### src/rtl/lock_attempt_controller.sv
// Sequences unlock attempts between the raw ENTER button and the lock FSM:
// debounces the button, judges attempts made while locked, counts
// consecutive failures and enforces an exponentially growing lockout.
//
// No handshake on this block: enter_out is a plain level. It rises in the
// same cycle the debounced level rises and falls in the same cycle it falls,
// while lockout_active, fail_count, lockout_level and alarm are stable
// register values that change only on clk edges.
module lock_attempt_controller #(
    parameter int DEBOUNCE_CYCLES = 1_000_000,
    parameter int MAX_FAILS       = 3,
    parameter int LOCKOUT_CYCLES  = 50_000_000,
    parameter int MAX_LEVEL       = 3
) (
    input  logic       clk,
    input  logic       reset,
    input  logic       enter_raw,
    input  logic       locked,
    input  logic       match,
    output logic       enter_out,
    output logic       lockout_active,
    output logic [3:0] fail_count,
    output logic [1:0] lockout_level,
    output logic       alarm,
    output logic [2:0] state_dbg
);

    localparam int DB_W    = $clog2(DEBOUNCE_CYCLES) + 1;
    localparam int TIMER_W = $clog2(LOCKOUT_CYCLES << MAX_LEVEL) + 1;

    localparam logic [DB_W-1:0]    DB_LAST      = DB_W'(DEBOUNCE_CYCLES - 1);
    localparam logic [TIMER_W-1:0] LOCKOUT_BASE = TIMER_W'(LOCKOUT_CYCLES);
    localparam logic [3:0]         FAIL_LAST    = 4'(MAX_FAILS - 1);
    localparam logic [1:0]         LEVEL_MAX    = 2'(MAX_LEVEL);

    typedef enum logic [2:0] {
        IDLE         = 3'd0,
        PRESSED      = 3'd1,
        EVAL         = 3'd2,
        LOCKOUT      = 3'd3,
        WAIT_RELEASE = 3'd4
    } state_t;

    state_t              state;
    logic                db;
    logic [DB_W-1:0]     db_cnt;
    logic                db_toggle;
    logic                db_rise;
    logic                attempt;
    logic [TIMER_W-1:0]  timer;

    // db flips on the edge where the counter has already seen DEBOUNCE_CYCLES-1
    // disagreeing cycles, so the FSM can act on the rise in that same edge.
    assign db_toggle = (enter_raw != db) && (db_cnt == DB_LAST);
    assign db_rise   = db_toggle && !db;

    // Debounce: count consecutive cycles where the raw button disagrees with db.
    always_ff @(posedge clk) begin
        if (reset) begin
            db     <= 1'b0;
            db_cnt <= '0;
        end else if (enter_raw == db) begin
            db_cnt <= '0;
        end else if (db_toggle) begin
            db     <= ~db;
            db_cnt <= '0;
        end else begin
            db_cnt <= db_cnt + 1'b1;
        end
    end

    // Attempt sequencer: press tracking, evaluation, failure counting, backoff.
    always_ff @(posedge clk) begin
        if (reset) begin
            state         <= IDLE;
            attempt       <= 1'b0;
            timer         <= '0;
            fail_count    <= '0;
            lockout_level <= '0;
            alarm         <= 1'b0;
        end else begin
            case (state)
                IDLE: begin
                    if (db_rise) begin
                        attempt <= locked;
                        state   <= PRESSED;
                    end
                end
                PRESSED: begin
                    // The press-time attempt flag decides, not the current locked.
                    if (!db) state <= attempt ? EVAL : IDLE;
                end
                EVAL: begin
                    if (match) begin
                        fail_count    <= '0;
                        lockout_level <= '0;
                        alarm         <= 1'b0;
                        state         <= IDLE;
                    end else if (fail_count == FAIL_LAST) begin
                        // Length uses the level in force before this lockout.
                        timer      <= (LOCKOUT_BASE << lockout_level) - TIMER_W'(1);
                        fail_count <= '0;
                        if (lockout_level == LEVEL_MAX) alarm <= 1'b1;
                        else lockout_level <= lockout_level + 2'd1;
                        state      <= LOCKOUT;
                    end else begin
                        fail_count <= fail_count + 4'd1;
                        state      <= IDLE;
                    end
                end
                LOCKOUT: begin
                    if (timer == '0) state <= db ? WAIT_RELEASE : IDLE;
                    else timer <= timer - TIMER_W'(1);
                end
                WAIT_RELEASE: begin
                    // A press held across the lockout end must be released first.
                    if (!db) state <= IDLE;
                end
                default: state <= IDLE;
            endcase
        end
    end

    // Output decode: enter_out falls combinationally with db.
    assign enter_out      = (state == PRESSED) && db;
    assign lockout_active = (state == LOCKOUT);
    assign state_dbg      = state;

endmodule

### config.mk
export PLATFORM = sky130hd
export DESIGN_NAME = lock_attempt_controller
export DESIGN_NICKNAME = d
export VERILOG_FILES = /design/src/rtl/lock_attempt_controller.sv
export SDC_FILE = /design/constraint.sdc
export NUM_CORES = 1
export LEC_CHECK = 0
export CORE_ASPECT_RATIO = 0.5
export CORE_MARGIN = 2
export CORE_UTILIZATION = 54
export CTS_BUF_LIST = sky130_fd_sc_hd__clkbuf_8
export DETAILED_ROUTE_END_ITERATION = 8
export PLACE_DENSITY = 0.72
export SYNTH_ARGS = -nofsm -noshare
export SYNTH_HDL_FRONTEND = slang
export SYNTH_SLANG_ARGS = --single-unit
### constraint.sdc
create_clock -name clk -period 3.6 [get_ports clk]
set_input_delay 0.72 -clock clk [delete_from_list [all_inputs] [get_ports clk]]
set_output_delay 0.72 -clock clk [all_outputs]
set_load 0.005 [all_outputs]
==> qor.yml, run 1 <==
die:
  die_area_sq_um: 7918
  initial_core_util_pct: 57.00
  core_area_sq_um: 6805
  die_w_um: 123.9
  fp.dieH_um: 63.93
  ios: 17
  fp-row-count: 21
power:
  vdd_drop_max_uv: 209.1
  switching_share_pct: 24.84
  pwr-share-comb_pct: 3.0
  net-switching-power_w: 0.0003155
  seqPwrFrac_pct: 55.3
  intPower_w: 0.0009546
  power_density_nw_per_um2: 299.7
  p_clk_share_pct: 41.7
  p_leak_nw: 1.450
worst_setup_path:
  critPathArrivalTime_ns: 3.05
  critPathCaptureType: "register"
  worstRegToRegCells: 10
  cp-start-kind: "register"
  cp_data_required_time_ns: 3.81
  path_max_fanout: 20
  crit_type: "register to register"
timing:
  hold_violations: 0
  finalClockSkew_ns: 0.01436
  fmax_mhz: 352.1
  worstMarginPinSlew_ns: 0.7264
  grt_setup_unrepaired: "false"
  setup_viol: 0
  finalCritPeriodShare_pct: 78.90
  slew_headroom_pct: 51.13
  drv_slew: 0
  post-route-min-period_ns: 2.840
  tns_ns: 0
routing:
  first_pass_iters: 5
  totalWireLength_mm: 9.750
  drtAntennaViolNets: 0
  wire_per_inst_um: 16.44
  route.detailed.drc: 0
  viasPerCell: 6.231
  route.vias.total: 3695
  first_iter_violations: 331
logic_synthesis:
  synth_cells: 493
  synthXorXnorAreaFrac_pct: 5.645
  synth_area_leader_cell: "dfxtp_1"
  synthTopCellsByArea: "dfxtp_1 (33%), nor2_1 (6.7%), a21oi_1 (4.0%)"
  async_flop_share_pct: 0
  synthesis.nets: 510
  synth-compound-area-share_pct: 19.03
  synthSimpleGateAreaFrac_pct: 32.23
  avgSynthCellArea_sq_um: 7.868
  ys_types: 72
  synth_warnings: 0
  synth_top_area_share_pct: 32.52
  ys_ff_latch: 63
  synth_ff_type: "dfxtp_1"
  yosysSeqAreaShare_pct: 32.52
  synth_adder_area_share_pct: 3.871
  synth_edf_count: 0
  synthMuxAreaShare_pct: 1.645
  syn_area_sq_um: 3879
  synth_top_family_by_area: "simple AND/OR/NAND/NOR gates"
grt:
  grt_pass1_vias: 3216
  antenna_found_initial: 0
  grt_pass1_wl_mm: 16.07
  grt_max_degree: 44
  grt_usage_pct: 26.13
  gr-total-overflow: 0
clock_network:
  clk_pin_slew_ns: 0.07
  cts_hold_buffers: 0
  cts_tree: "built"
  cts-resized-gates: 0
  h-tree-depth: 3
  cts.path.max_buffers: 2
  clock_latency_ns: 0.36
  cts.sinks: 63
  numCtsBuffers: 9
  ctsRootBufferMaster: "clkbuf_8"
  cts_setup_buffers: 0
cells_and_area:
  final_cell_mix: "nor2_1 (69), dfxtp_1 (63), nand2_1 (34)"
  final_util_pct: 62.27
  drive_gt1_share_pct: 8.982
  area_delta_synth_final_pct: 9.258
  fin_nets: 514
  diodes: 0
  design_area_sq_um: 4238
  final_common_cell: "nor2_1"
worst_hold_path:
  hold_depth: 1
  hold_class: "register to register"
placement:
  port_buffers: 16
  gp_congestion: 0.9476
  hpwl_mm: 6.667
  post_dp_cell_area_sq_um: 4074
job:
  drv_cap: 0
status:
  status: "finished, final reports clean"
==> worst paths after layout <==
path / endpoint / slack, ns / from
min: db_cnt[0]$_SDFF_PP0_ / 0.48 / db_cnt[0]$_SDFF_PP0_
max: timer[18]$_SDFFE_PP0P_ / 0.76 / state_dbg[2]$_SDFFE_PP0P_
min reg2reg: db_cnt[0]$_SDFF_PP0_ / 0.48 / db_cnt[0]$_SDFF_PP0_
max reg2reg: timer[18]$_SDFFE_PP0P_ / 0.76 / state_dbg[2]$_SDFFE_PP0P_
==> cells in the mapped netlist, types with 3 or more instances <==
library cell and n:
dfxtp_1 63, xnor2_1 14, nand3_1 23, o32ai_1 3, nand3b_1 3, mux2i_1 3, a22oi_1 5, nor3_1 19
a31oi_1 15, buf_2 7, or4_1 6, or3_1 12, nor2_1 69, a221oi_1 4, o21ai_0 15, nand2_1 34
o211ai_1 6, a211oi_1 5, nor4_1 12, ha_1 12, inv_1 12, clkbuf_1 21, or4_4 3, xor2_1 11
a21oi_1 31, and3_1 9, nand4_1 9, nor3b_1 3, nor4b_1 5
==> layout make-up <==
class	instances	area (sq um)
clock buffer	9	123.9
clock inverter	6	40.04
fill	603	2567
inverter	13	48.80
multi-input combinational	385	2421
sequential	63	1261
tap	92	115.1
timing repair buffer	25	227.7
==> per-stage QoR <==
step           instances  setup WS [ns]  total power (W)  hold slack [ns]
6_report             593         0.7596         0.001270           0.4820
5_1_grt              593         0.5991         0.001319           0.5141
4_1_cts              593         0.8159         0.001280           0.4781
3_5_place_dp         578         0.7640        0.0007557           0.4616
3_3_place_gp         578         0.8318        0.0007559           0.4445
2_1_floorplan        493         0.6525        0.0007432           0.4299
==> flip-flops by register name, summed over array words and instances (netlist names) <==
| register | flops |
|---|---|
| db_cnt | 21 |
| alarm | 1 |
| lockout_level | 2 |
| db | 1 |
| state_dbg | 3 |
| fail_count | 4 |
| timer | 30 |
| attempt | 1 |
==> power groups by stage <==
| stage | Combinational [W] | Clock (W) | Sequential [W] |
|---|---|---|---|
| floorplan | 0.0000277 | 0 | 0.000716 |
| global placement | 0.0000381 | 0 | 0.000718 |
| detailed placement | 0.0000377 | 0 | 0.000718 |
| CTS | 0.0000378 | 0.000540 | 0.000702 |
| global route | 0.0000418 | 0.000575 | 0.000702 |
| finish | 0.0000382 | 0.000530 | 0.000702 |
==> critical path, stage by stage, from the launching register on <==
cell	delay (ns)
dfxtp_1	0.42
nand3b_2	0.18
inv_2	0.16
nand2_1	0.12
ha_1	0.32
nor4_1	0.11
mux2_2	0.31
a22oi_1	0.48
a31oi_1	0.19
a221oi_1	0.31
a21oi_1	0.10
==> cell families (layout without fill, tap and decap cells) <==
| family | count (synthesis) | after routing |
|---|---|---|
| buf+inv | 45 | 53 |
| flops | 63 | 63 |
| compound gates | 112 | 112 |
| simple gates | 230 | 230 |
| xor+xnor | 25 | 25 |
| fa+ha+maj | 12 | 12 |
| mux | 6 | 6 |
==> routing by layer <==
metal | track usage (%) | vias to the layer above | routed length [um]
met5 | 0 | - | 0
met4 | 8.949 | 0 | 169
met3 | 7.054 | 22 | 930
met2 | 37.50 | 166 | 4070
met1 | 37.52 | 1679 | 4580
li1 | - | 1828 | -
Note: power is estimated with default switching activity, not from simulation.
==> run 2: changes to the inputs <==
==> constraint.sdc (replaced) <==
create_clock -name clk -period 2.8 [get_ports clk]
set_input_delay 0.56 -clock clk [delete_from_list [all_inputs] [get_ports clk]]
set_output_delay 0.56 -clock clk [all_outputs]
set_load 0.005 [all_outputs]
==> run 2 against run 1 <==
  * Worst hold slack worse by 0.013 ns
  * Non-clock buffer count grew 21
  * Critical path depth shrank 2
  * Combinational power up 41%
  * Die area did not move
  * Worst setup slack got worse by 0.54 ns
==> qor.yml, run 2 (same netlist as run 1, synthesis figures left out) <==
grt:
  gr-total-overflow: 0  # unchanged
  antenna_found_initial: 0  # unchanged
  grt_max_degree: 44  # unchanged
  grt_pass1_wl_mm: 17.01  # +5.8%
  grt_usage_pct: 27.80  # +1.7 points
  grt_pass1_vias: 3474  # +8.0%
placement:
  gp_congestion: 0.9258  # -2.3%
  post_dp_cell_area_sq_um: 4257  # +4.5%
  hpwl_mm: 7.190  # +7.8%
  port_buffers: 16  # unchanged
power:
  seqPwrFrac_pct: 53.3  # -2.0 points
  p_clk_share_pct: 43.5  # +1.8 points
  switching_share_pct: 25.16  # +0.31 points
  net-switching-power_w: 0.0004259  # +35%
  pwr-share-comb_pct: 3.2  # +0.2 points
  finalPower_w: 0.001693  # +33%
  p_leak_nw: 1.573  # +8.5%
  intPower_w: 0.001267  # +33%
  power_density_nw_per_um2: 381.2  # +27%
  vdd_drop_max_uv: 285.1  # +36%
routing:
  first_pass_iters: 6  # +1
  route.vias.total: 3795  # +2.7%
  routed.top_layer: "met4"
  drtAntennaViolNets: 0  # unchanged
  totalWireLength_mm: 10.09  # +3.5%
  met2_length_mm: 4.332  # +6.4%
  first_iter_violations: 326  # -1.5%
  viasPerCell: 6.171  # -0.97%
  wl_met3_um: 871  # -6.3%
  route.detailed.drc: 0  # unchanged
  wire_per_inst_um: 16.41  # -0.20%
  wirelength_met1_mm: 4.708  # +2.8%
worst_setup_path:
  critPathArrivalTime_ns: 2.81  # -0.24 ns
  cp-start-kind: "register"
  r2r-start: "lockout_level[1]$_SDFFE_PP0P_"
  cp_data_required_time_ns: 3.03  # -0.78 ns
  worstRegToRegCells: 8  # -2
  crit_type: "register to register"
  path_max_fanout: 10  # -50%
  critPathLaunch: "lockout_level[1]$_SDFFE_PP0P_"
  critPathCaptureType: "register"
timing:
  worstMarginPinSlew_ns: 0.6992  # -0.02718 ns
  hold_violations: 0  # unchanged
  grt_setup_unrepaired: "false"
  tns_ns: 0  # unchanged
  post-route-min-period_ns: 2.580  # -0.2601 ns
  fmax_mhz: 387.6  # +10%
  slew_headroom_pct: 52.99  # +1.9 points
  finalClockSkew_ns: 0.01265  # -0.001709 ns
  finalCritPeriodShare_pct: 92.15  # +13 points
  drv_slew: 0  # unchanged
  setup_viol: 0  # unchanged
worst_hold_path:
  min_from: "db_cnt[0]$_SDFF_PP0_"
  hold_class: "register to register"
  hold_depth: 1  # unchanged
clock_network:
  cts.sinks: 63  # unchanged
  h-tree-depth: 3  # unchanged
  numCtsBuffers: 9  # unchanged
  ctsRootBufferMaster: "clkbuf_8"
  cts_tree: "built"
  clk_pin_slew_ns: 0.07  # about the same
  cts_setup_buffers: 0  # unchanged
  clock_latency_ns: 0.37  # about the same
  cts.path.max_buffers: 2  # unchanged
die:
  die_area_sq_um: 7918  # unchanged
  core_area_sq_um: 6805  # unchanged
  fp-row-count: 21  # unchanged
  ios: 17  # unchanged
  die_w_um: 123.9  # unchanged
  initial_core_util_pct: 57.00  # unchanged
  fp.dieH_um: 63.93  # unchanged
cells_and_area:
  area_delta_synth_final_pct: 14.52
  fillers: 616  # +2.2%
  final_cell_mix: "nor2_1 (69), dfxtp_1 (62), nand2_1 (34)"
  largest_reg_flops: 30  # unchanged
  fin_nets: 535  # +4.1%
  drive_gt1_share_pct: 13.38  # +4.4 points
  diodes: 0  # unchanged
  reg_top3: "timer: 30 flops, db_cnt: 21 flops, fail_count: 4 flops"
  final_util_pct: 65.27  # +3.0 points
  final_common_cell: "nor2_1"
  top_register: "timer"
  design_area_sq_um: 4442  # +4.8%
status:
  status: "finished, final reports clean"
job:
  drv_cap: 0  # unchanged
## run 2: cell count changes in the layout (fill, tap and decap cells not counted)
cell and change:
dfxtp_1 -1, o32a_2 +1, buf_12 +2, dfxtp_2 +1, o32a_1 -1, clkbuf_8 +1, buf_4 +19, inv_1 -1
inv_6 +1
## run 2: critical path, stage by stage (launching register included)
cell	delay, ns
dfxtp_2	0.42
inv_1	0.14
ha_1	0.28
nor2b_1	0.15
or4_4	0.45
o21ai_2	0.20
nand2_1	0.17
or4_1	0.49
nor4b_1	0.16
## run 2: path summary, 6_finish.rpt
kind	to	slack, ns
setup / recovery	timer[20]$_SDFFE_PP0P_	0.22
hold / removal	db_cnt[0]$_SDFF_PP0_	0.47
setup reg to reg	timer[20]$_SDFFE_PP0P_	0.22
hold reg to reg	db_cnt[0]$_SDFF_PP0_	0.47
## run 2: metrics by stage
stage,hold WS [ns],std cells,setup WS (ns)
after floorplan,0.4299,493,0.06000
after global placement,0.4442,599,0.2441
after detailed placement,0.4554,599,0.1405
after CTS,0.4735,615,0.1151
after global routing,0.5060,615,0.06971
final,0.4690,615,0.2197
## run 2: repair_timing
item	CTS	global route
hold buffers	0	0
gates resized for setup	0	2
endpoints found under the setup margin	0	6
## run 2: per-layer routing
layer,track usage (%),vias up
li1,-,1862
met1,38.22,1766
met2,41.69,146
met3,8.304,21
met4,8.807,0
met5,0,-
## run 2: area by class of cell
cell class | instances | area (sq um) | area share [%]
Multi-Input combinational cell | 385 | 2422 | 54.54
Sequential cell | 63 | 1262 | 28.42
Timing Repair Buffer | 46 | 410.4 | 9.239
Clock buffer | 10 | 137.6 | 3.099
Tap cell | 92 | 115.1 | 2.592
Inverter | 13 | 48.80 | 1.099
Clock inverter | 6 | 45.04 | 1.014
## run 2: power by group through the flow
stage | sequential, W | clock [W] | combinational [W]
2_1_floorplan | 0.000920 | 0 | 0.0000356
3_3_place_gp | 0.000923 | 0 | 0.0000532
6_report | 0.000902 | 0.000737 | 0.0000538
5_1_grt | 0.000903 | 0.000806 | 0.0000590
3_5_place_dp | 0.000923 | 0 | 0.0000533
4_1_cts | 0.000902 | 0.000756 | 0.0000536
